[config.mk]
export PLATFORM = sky130hd
export DESIGN_NAME = memory_stage
export DESIGN_NICKNAME = d
export VERILOG_FILES = /design/src/rtl/riscv_pkg.sv /design/src/rtl/lsu_align.sv /design/src/rtl/memory_stage.sv
export SDC_FILE = /design/constraint.sdc
export NUM_CORES = 1
export LEC_CHECK = 0
export CAP_MARGIN = 10
export CELL_PAD_IN_SITES_DETAIL_PLACEMENT = 0
export CELL_PAD_IN_SITES_GLOBAL_PLACEMENT = 1
export CORE_ASPECT_RATIO = 0.75
export CORE_MARGIN = 2
export CORE_UTILIZATION = 29
export CTS_BUF_LIST = sky130_fd_sc_hd__clkbuf_4 sky130_fd_sc_hd__clkbuf_8
export DETAILED_ROUTE_END_ITERATION = 10
export PLACE_DENSITY = 0.91
export SYNTH_ARGS = -nofsm -noshare
export SYNTH_HDL_FRONTEND = slang
export SYNTH_SLANG_ARGS = --single-unit
[constraint.sdc]
create_clock -name clk -period 1.8 [get_ports clk]
set_input_delay 0.27 -clock clk [delete_from_list [all_inputs] [get_ports clk]]
set_output_delay 0.27 -clock clk [all_outputs]
set_load 0.02 [all_outputs]
[src/rtl/riscv_pkg.sv]
// Shared encodings for the integer pipeline: result select, load/store size codes, memory FSM states.
// No logic of its own; is_misaligned is the one alignment rule used by every stage that needs it.
package riscv_pkg;

   localparam logic [2:0] RES_SRC_ALU  = 3'b000;
   localparam logic [2:0] RES_SRC_LOAD = 3'b001;
   localparam logic [2:0] RES_SRC_PC4  = 3'b010;

   localparam logic [2:0] FUNCT3_B  = 3'b000;
   localparam logic [2:0] FUNCT3_H  = 3'b001;
   localparam logic [2:0] FUNCT3_W  = 3'b010;
   localparam logic [2:0] FUNCT3_BU = 3'b100;
   localparam logic [2:0] FUNCT3_HU = 3'b101;

   typedef enum logic [1:0] {IDLE, REQ, RSP} mem_state_t;

   function automatic logic is_misaligned(input logic [2:0] funct3, input logic [1:0] addr_lo);
      case (funct3)
         FUNCT3_H, FUNCT3_HU: return addr_lo[0];
         FUNCT3_W:            return addr_lo != 2'b00;
         default:             return 1'b0;
      endcase
   endfunction

endpackage

[src/rtl/lsu_align.sv]
// Byte-lane steering: replicates store data across lanes with byte enables, extracts and extends load data.
// Purely combinational, zero latency; no flow control of its own.
// Backpressure: none; outputs follow inputs every cycle.
module lsu_align
   import riscv_pkg::*;
(
   input  logic [2:0]  funct3,
   input  logic [1:0]  addr_lo,
   input  logic [31:0] store_data,
   input  logic        store_en,
   input  logic [31:0] load_word,
   input  logic        load_en,
   output logic [31:0] store_wdata,
   output logic [3:0]  store_be,
   output logic [31:0] load_data
);

   logic [7:0]  load_byte;
   logic [15:0] load_half;

   always_comb begin
      store_wdata = store_data;
      store_be    = 4'b1111;
      case (funct3)
         FUNCT3_B: begin
            store_wdata = {4{store_data[7:0]}};
            store_be    = 4'b0001 << addr_lo;
         end
         FUNCT3_H: begin
            store_wdata = {2{store_data[15:0]}};
            store_be    = 4'b0011 << {addr_lo[1], 1'b0};
         end
         default: ;
      endcase
      if (!store_en)
         store_be = 4'b0000;
   end

   always_comb begin
      case (addr_lo)
         2'd0:    load_byte = load_word[7:0];
         2'd1:    load_byte = load_word[15:8];
         2'd2:    load_byte = load_word[23:16];
         default: load_byte = load_word[31:24];
      endcase
      load_half = addr_lo[1] ? load_word[31:16] : load_word[15:0];

      case (funct3)
         FUNCT3_B:  load_data = {{24{load_byte[7]}}, load_byte};
         FUNCT3_H:  load_data = {{16{load_half[15]}}, load_half};
         FUNCT3_BU: load_data = {24'd0, load_byte};
         FUNCT3_HU: load_data = {16'd0, load_half};
         default:   load_data = load_word;
      endcase
      // Writeback must not see stale memory data outside the completing cycle.
      if (!load_en)
         load_data = 32'd0;
   end

endmodule

[src/rtl/memory_stage.sv]
// EX/MEM register plus data-memory valid/ready transaction for loads and stores.
// Latency: 1 cycle for non-memory ops and zero-wait stores; loads take >= 2 cycles.
// Backpressure: stall_m holds execute and upstream while a request or load response is outstanding.
module memory_stage
   import riscv_pkg::*;
#(
   parameter int DATA_WIDTH    = 32,
   parameter int ADDRESS_WIDTH = 32
) (
   input  logic                     clk,
   input  logic                     rst,
   input  logic                     reg_write_e,
   input  logic [2:0]               res_src_e,
   input  logic                     mem_write_e,
   input  logic [2:0]               funct3_e,
   input  logic [DATA_WIDTH-1:0]    alu_result_e,
   input  logic [DATA_WIDTH-1:0]    write_data_e,
   input  logic [4:0]               rd_e,
   input  logic [ADDRESS_WIDTH-1:0] pc_plus4_e,
   input  logic                     flush_em,
   output logic                     stall_m,
   output logic                     dmem_req_valid,
   input  logic                     dmem_req_ready,
   output logic                     dmem_req_we,
   output logic [ADDRESS_WIDTH-1:0] dmem_req_addr,
   output logic [DATA_WIDTH-1:0]    dmem_req_wdata,
   output logic [3:0]               dmem_req_be,
   input  logic                     dmem_rsp_valid,
   input  logic [DATA_WIDTH-1:0]    dmem_rsp_rdata,
   output logic                     misaligned_m,
   output logic                     wb_valid_m,
   output logic                     reg_write_m,
   output logic [2:0]               res_src_m,
   output logic [4:0]               rd_m,
   output logic [DATA_WIDTH-1:0]    alu_result_m,
   output logic [ADDRESS_WIDTH-1:0] pc_plus4_m,
   output logic [DATA_WIDTH-1:0]    read_data_m
);

   typedef struct packed {
      logic                     reg_write;
      logic [2:0]               res_src;
      logic                     mem_write;
      logic [2:0]               funct3;
      logic [DATA_WIDTH-1:0]    alu_result;
      logic [DATA_WIDTH-1:0]    write_data;
      logic [4:0]               rd;
      logic [ADDRESS_WIDTH-1:0] pc_plus4;
   } exmem_t;

   exmem_t     q, d;
   mem_state_t state;
   logic       ex_go_req, held_mem_op, store_done, load_done;

   always_comb begin
      d = '0;
      if (!flush_em) begin
         d.reg_write  = reg_write_e;
         d.res_src    = res_src_e;
         d.mem_write  = mem_write_e;
         d.funct3     = funct3_e;
         d.alu_result = alu_result_e;
         d.write_data = write_data_e;
         d.rd         = rd_e;
         d.pc_plus4   = pc_plus4_e;
      end
   end

   assign ex_go_req = (d.mem_write || d.res_src == RES_SRC_LOAD)
                      && !is_misaligned(d.funct3, d.alu_result[1:0]);

   assign held_mem_op  = q.mem_write || q.res_src == RES_SRC_LOAD;
   assign misaligned_m = held_mem_op && is_misaligned(q.funct3, q.alu_result[1:0]);

   assign store_done = state == REQ && dmem_req_ready && q.mem_write;
   assign load_done  = state == RSP && dmem_rsp_valid;
   // REQ/RSP are only ever entered for an aligned memory op, so state alone says "op outstanding".
   assign stall_m    = (state == REQ && !store_done) || (state == RSP && !dmem_rsp_valid);

   always_ff @(posedge clk) begin
      if (rst) begin
         q     <= '0;
         state <= IDLE;
      end else if (!stall_m) begin
         q     <= d;
         state <= ex_go_req ? REQ : IDLE;
      end else if (state == REQ && dmem_req_ready) begin
         state <= RSP;
      end
   end

   assign dmem_req_valid = state == REQ;
   assign dmem_req_we    = q.mem_write;
   assign dmem_req_addr  = {q.alu_result[ADDRESS_WIDTH-1:2], 2'b00};

   lsu_align u_lsu_align (
      .funct3      (q.funct3),
      .addr_lo     (q.alu_result[1:0]),
      .store_data  (q.write_data),
      .store_en    (q.mem_write),
      .load_word   (dmem_rsp_rdata),
      .load_en     (load_done),
      .store_wdata (dmem_req_wdata),
      .store_be    (dmem_req_be),
      .load_data   (read_data_m)
   );

   assign wb_valid_m   = !stall_m;
   assign reg_write_m  = q.reg_write && !misaligned_m;
   assign res_src_m    = q.res_src;
   assign rd_m         = q.rd;
   assign alu_result_m = q.alu_result;
   assign pc_plus4_m   = q.pc_plus4;

endmodule
==> results of run 1 <==
[worst register-to-register path: cells and delay by family (launching register included)]
family / cells / cell delay [ps]
AOI/OAI and AO/OA: 2 / 430
buffers and inverters: 4 / 620
DFF: 1 / 340
and+or+nand+nor: 2 / 270
[report_power, final]
group          leakage [nW]  switching (W)  total, W  internal [W]
clock                 0.102       0.000965   0.00154      0.000575
sequential            0.915      0.0000988   0.00268       0.00258
combinational          3.08       0.000905   0.00201       0.00110
total                  4.09        0.00197   0.00622       0.00425
[sequential cells by signal (all words and copies together) (netlist names)]
| name | flops |
|---|---|
| q | 36 |
| pc_plus4_m | 32 |
| res_src_m | 3 |
| dmem_req_we | 1 |
| alu_result_m | 32 |
| rd_m | 5 |
| state | 2 |
[how the worst max path moves through the flow]
stage          slack (ps)         endpoint  cells past startpoint                         start
2_1_floorplan         -60  read_data_m[10]                      5  alu_result_m[1]$_SDFFE_PP0P_
3_5_place_dp         -770   read_data_m[9]                      8            dmem_rsp_rdata[23]
3_3_place_gp         -740   read_data_m[9]                      8            dmem_rsp_rdata[23]
4_1_cts              -380   read_data_m[9]                      6  alu_result_m[1]$_SDFFE_PP0P_
6_report             -360  read_data_m[10]                      7  alu_result_m[1]$_SDFFE_PP0P_
5_1_grt              -450  read_data_m[10]                      7  alu_result_m[1]$_SDFFE_PP0P_
[layer usage]
layer  vias to the layer above  GRT usage  share of wire
met5                         -          0              0
met4                         0    0.03361         0.0077
met3                        13    0.06192          0.079
met2                       234     0.3036           0.48
met1                      3023     0.2382           0.43
li1                       3111          -              -
[metrics by stage]
stage	instance area, µm²	worst slack, ps
finish	10600	-364.6
global route	10600	-446.1
CTS	10120	-379.1
detailed placement	9378	-766.7
global placement	9378	-741.5
floorplan	6325	-56.89
[kinds of logic (layout without fill, tap and decap cells)]
logic type	after synthesis	count (layout)	synth area share
other	1	2	0.0005949
AND/OR/NAND/NOR	324	324	0.2733
multiplexers	34	34	0.05716
AO/OA/AOI/OAI	150	150	0.1360
buffers and inverters	179	443	0.1804
flip-flops	111	111	0.3525
[area by class of cell]
type	instances	area [µm²]
well taps	288	360.3
clock inverters	6	58.81
inverters	4	20.02
clock buffers	10	137.6
flip-flops and latches	111	2241
multi-input cells	510	3487
fillers	1968	10640
repair buffers	423	4292
[synth_stat cells (6+ instances only)]
cell type	n
o221ai_1	6
nor2b_1	10
a21oi_1	122
mux2i_1	18
o32ai_1	6
clkbuf_1	30
buf_4	114
mux2_2	16
nand2_1	154
nand3b_1	111
buf_2	30
dfxtp_1	111
nor2_1	24
nor3_1	9
[timing repair]
action / in CTS / in global routing
gates cloned: 4 / 0
buffers inserted: 22 / 15
endpoints found under the setup margin: 72 / 131
gates resized for setup: 464 / 102
pin swaps: 14 / 18
==> summary.txt, run 1 <==
CTS
  • CTS buffer count: 9
  • CTS tree: yes
  • Clk root buf: clkbuf_8
  • Cts hold-fix bufs: 0
  • # H-tree levels: 3
  • Max Root-Sink Buffers: 2
  • Worst-path clk slew: roughly 120 ps
  • Worst skew pair latency: 390 ps
  • Total clock sinks: 111

Layout
  • Most common cell after layout, fill and taps aside: clkdlybuf4s50_1
  • Number of diodes: 0
  • Area Overhead vs Synth: 68.10%
  • Most frequent cells in the layout: clkdlybuf4s50_1 (243), nand2_1 (133), nand3b_1 (111), a21oi_1 (111), dfxtp_1 (104)
  • Layout Nets: roughly 1200
  • Ratio of cells with drive above 1 in the final layout: 0.2688
  • Layout Cells excl Fill: 1352
  • Layout Utilization: 0.4989

Place
  • Routability congestion estimate: 0.8181
  • IO Port Bufs: between 300 and 400
  • Dpl cells: 1300
  • Hpwl dp: 15370 µm

Outcome
  • Status: finished, violations left
  • Violations in the final reports: negative setup slack

Timing
  • Max Fclk: 462.0 MHz
  • Worst slew margin: 0.6150
  • Final Hold Viols: 0
  • Slew Limit Fails: 0
  • Hold WS: 258.7 ps
  • Minimum clock period: between 2000 and 2500 ps
  • Post-Route Setup TNS: -15230 ps
  • # setup viols final: 62
  • Tcrit/Tclk final: 1.203
  • RSZ-0062 raised after global routing: true
  • Setup ws final: -364.6 ps
  • Worst Clk Skew: 19.77 ps
  • Worst Tran Pin Value: 577.5 ps

Pwr
  • Pwr Total: 0.006223 W
  • Leak Pwr: 4.092 nW
  • Power Dens Cells: between 500 and 600 nW/µm²
  • Worst IR Drop VDD: ~0.00036 V

Critical path
  • Flop-to-flop setup slack: 90 ps
  • Crit path largest cell delay: 370 ps
  • Startpoint Class: flop
  • Crit end category: primary output
  • Ordered list of cells on the worst path: buf_6, mux2i_4, nor2_2, o41ai_4, buf_6, nor3_1, buf_2
  • Most frequent CP cell: buf_6
  • Crit path buf inv count: 3
  • Required time worst endpoint: 1530 ps
  • Worst reg-to-reg path cell count: 8
  • Crit path kind: reg -> out
  • Reg2reg start: state[0]$_SDFFE_PP0P_
  • Crit path DAT: ~1900 ps
  • Crit Path Max Fanout: 7
  • Crit path max-delay family: buffers and inverters
  • Crit-path slowest cell: dfxtp_2
  • RR Endpoint: q[59]$_SDFFE_PP0P_

Synth
  • Async SR Flop Fraction: 0
  • Syn Inst Count: 799
  • Synth Flop Type: dfxtp_1
  • Syn Area/Cell: 7.889 µm²
  • Post-synth top area share: 0.3525
  • Ranking of synthesized cells by area: dfxtp_1 (35%), buf_4 (14%), nand3b_1 (13%)
  • Seq cells post-synth: 111
  • Sequential fraction of the synthesis area: 0.3525
  • Biggest area consumer among synthesized cells: dfxtp_1
  • Post-synth EDFFs: 0
  • Cell area after synthesis: 6304 µm²
  • Post-synth cell types: 40
  • Synth warn: 0

Drt
  • Vias: 6381
  • ANT nets after route: 0
  • Wire length per cell: 16.60 µm
  • DRC viols: 0
  • DRT iter0 DRCs: 262
  • Via/cell ratio: 4.720
  • Initial DRT Pass Iterations: 6
  • Final wirelength: about 22000 µm

Hold path
  • Hold depth: 2
  • HP Class: in -> reg
  • Hold EP: alu_result_m[9]$_SDFFE_PP0P_
  • Worst hold start: rst

GRT
  • First-pass GRT wire length: 34490 µm
  • Largest net degree at the start of global routing: 62
  • Gr usage total: 0.1853
  • Vias in the first global route: ~6000
  • Grt ovf: 0
  • Antenna violations before repair: 0

Floorplanning
  • DIE AREA: 22940 µm²
  • Core Region: 21240 µm²
  • Die Span X: 174.2 µm
  • DIE HEIGHT: about 130 µm
  • Initial core utilization: 0.2968
  • IO Count: 324
  • # rows: 46

Job
  • Max Cap Violations: 0
Power figures use the tool's default switching activity.
==> run 2: changes to the inputs <==
PLACE_DENSITY = 0.87   (was 0.91)
==> summary.txt, run 2 (synthesized netlist as in run 1, its figures left out) <==
Outcome
  • Status: finished, violations left
  • Violations in the final reports: negative setup slack

Pwr
  • Power Dens Cells: 591.4 nW/µm²
  • Leak Pwr: 4.122 nW
  • Pwr Total: roughly 0.0063 W
  • Reg power frac: 0.427
  • Combinational Power Share: 0.325
  • Worst IR Drop VDD: 0.0004033 V
  • Int Pwr: 0.004265 W
  • Sw power: 0.001997 W
  • Clock share of power: 0.248
  • Switching share of total power: 0.3189

Drt
  • Met1 WL: approximately 9900 µm
  • Via/cell ratio: around 4.8
  • Final wirelength: 23120 µm
  • DRT iter0 DRCs: 286
  • Wire length per cell: 17.18 µm
  • DRC viols: 0
  • Met3 wire len: 1908 µm
  • DR WL met2: 10990 µm
  • Initial DRT Pass Iterations: 5
  • ANT nets after route: 0
  • Highest metal used: met4
  • Vias: 6398

Timing
  • Hold WS: 349.3 ps
  • RSZ-0062 raised after global routing: true
  • Worst Clk Skew: 21.48 ps
  • Minimum clock period: between 2000 and 2500 ps
  • Final Hold Viols: 0
  • # setup viols final: a little over 60
  • Slew Limit Fails: 0
  • Setup ws final: -332.6 ps
  • Max Fclk: ~470 MHz
  • Tcrit/Tclk final: 1.185

CTS
  • Worst skew pair latency: roughly 400 ps
  • Clk root buf: clkbuf_8
  • CTS buffer count: 9
  • Max Root-Sink Buffers: 2
  • Total clock sinks: between 100 and 150
  • Cts hold-fix bufs: 0
  • # H-tree levels: 3
  • CTS tree: yes
  • Worst-path clk slew: 110 ps

Critical path
  • Crit Path Max Fanout: 6
  • Crit path kind: reg -> out
  • Startpoint Class: flop
  • Crit path DAT: 1860 ps
  • Worst reg-to-reg path cell count: 8
  • Crit end category: primary output
  • Required time worst endpoint: 1530 ps

Place
  • Dpl cells: between 1000 and 1500
  • Hpwl dp: about 15000 µm
  • Post-DP Area: 9343 µm²
  • IO Port Bufs: 321
  • DP Worst Slack: -871.2 ps
  • Routability congestion estimate: 0.8156

Layout
  • Most frequent cells in the layout: clkdlybuf4s50_1 (243), nand2_1 (130), a21oi_1 (113)
  • Fin area: 10590 µm²
  • Area Overhead vs Synth: 68.00%
  • # fillers: between 1500 and 2000
  • Max reg flops: 36
  • Most common cell after layout, fill and taps aside: clkdlybuf4s50_1
  • Number of diodes: 0
  • Layout Nets: 1199
  • Ratio of cells with drive above 1 in the final layout: 0.2684
  • Layout Cells excl Fill: 1346
  • Largest Register: q

GRT
  • First-pass GRT wire length: 34780 µm
  • Largest net degree at the start of global routing: 57
  • Antenna violations before repair: 0
  • Vias in the first global route: 6345
  • Gr usage total: 0.1887
  • Grt ovf: 0

Job
  • Max Cap Violations: 0

Hold path
  • HP Class: in -> reg
  • Hold depth: 3

Floorplanning
  • Die Span X: 174.2 µm
  • IO Count: around 320
  • # rows: 46
  • Initial core utilization: 0.2968
  • DIE AREA: 22940 µm²
  • DIE HEIGHT: 131.7 µm
  • Core Region: roughly 21000 µm²
## run 2: changes by cell type in the layout (fill, tap and decap cells not counted), sizes merged
cell / change
dlygate4sd2: -3
buf: -9
clkdlybuf4s15: +1
dlymetal6s2s: +2
clkbuf: +3
clkinv: +1
inv: -1
## run 2: power groups by stage
stage                     Combinational (W)  Clock, W  Sequential, W
final                               0.00204   0.00155        0.00267
after global routing                0.00216   0.00172        0.00269
after CTS                           0.00195   0.00166        0.00267
after detailed placement            0.00169         0        0.00272
after global placement              0.00169         0        0.00272
after floorplan                    0.000931         0        0.00269
## run 2: critical path, cell delays in order, from the launching register on
cell	delay [ps]
dfxtp_4	400
mux2i_4	200
buf_4	160
mux2i_2	180
nand3_2	180
buf_6	190
nand2_2	60
buf_6	110
## run 2: layout make-up
class / count / area, µm² / share of cell area
clock buffer: 10 / 137.6 / 0.01300
clock inverter: 6 / 63.81 / 0.006025
inverter: 4 / 17.52 / 0.001654
multi-input combinational: 510 / 3438 / 0.3247
sequential: 111 / 2243 / 0.2118
tap: 288 / 360.3 / 0.03403
timing repair buffer: 417 / 4329 / 0.4088
## run 2: final timing paths
check	from	slack (ps)	to
setup / recovery	alu_result_m[1]$_SDFFE_PP0P_	-330	read_data_m[29]
hold / removal	flush_em	350	q[52]$_SDFFE_PP0P_
setup reg to reg	state[0]$_SDFFE_PP0P_	150	alu_result_m[26]$_SDFFE_PP0P_
hold reg to reg	pc_plus4_m[9]$_SDFFE_PP0P_	460	pc_plus4_m[9]$_SDFFE_PP0P_
## run 2: repair_timing
item,CTS,global route
gates resized for setup,497,54
setup endpoints to repair,69,125
setup buffers,27,6
cloned,4,2
pin swaps,19,16
## run 2: routing by layer
layer	GRT usage	vias up
li1	-	3103
met1	0.2307	3026
met2	0.3133	245
met3	0.06858	24
met4	0.04855	0
met5	0	-
## run 2: metrics by stage
stage | utilization | setup TNS, ps
2_1_floorplan | - | -341.3
3_3_place_gp | 0.4399 | -40500
3_5_place_dp | 0.4399 | -43080
4_1_cts | 0.4847 | -15770
5_1_grt | 0.4986 | -20270
6_report | 0.4986 | -14650
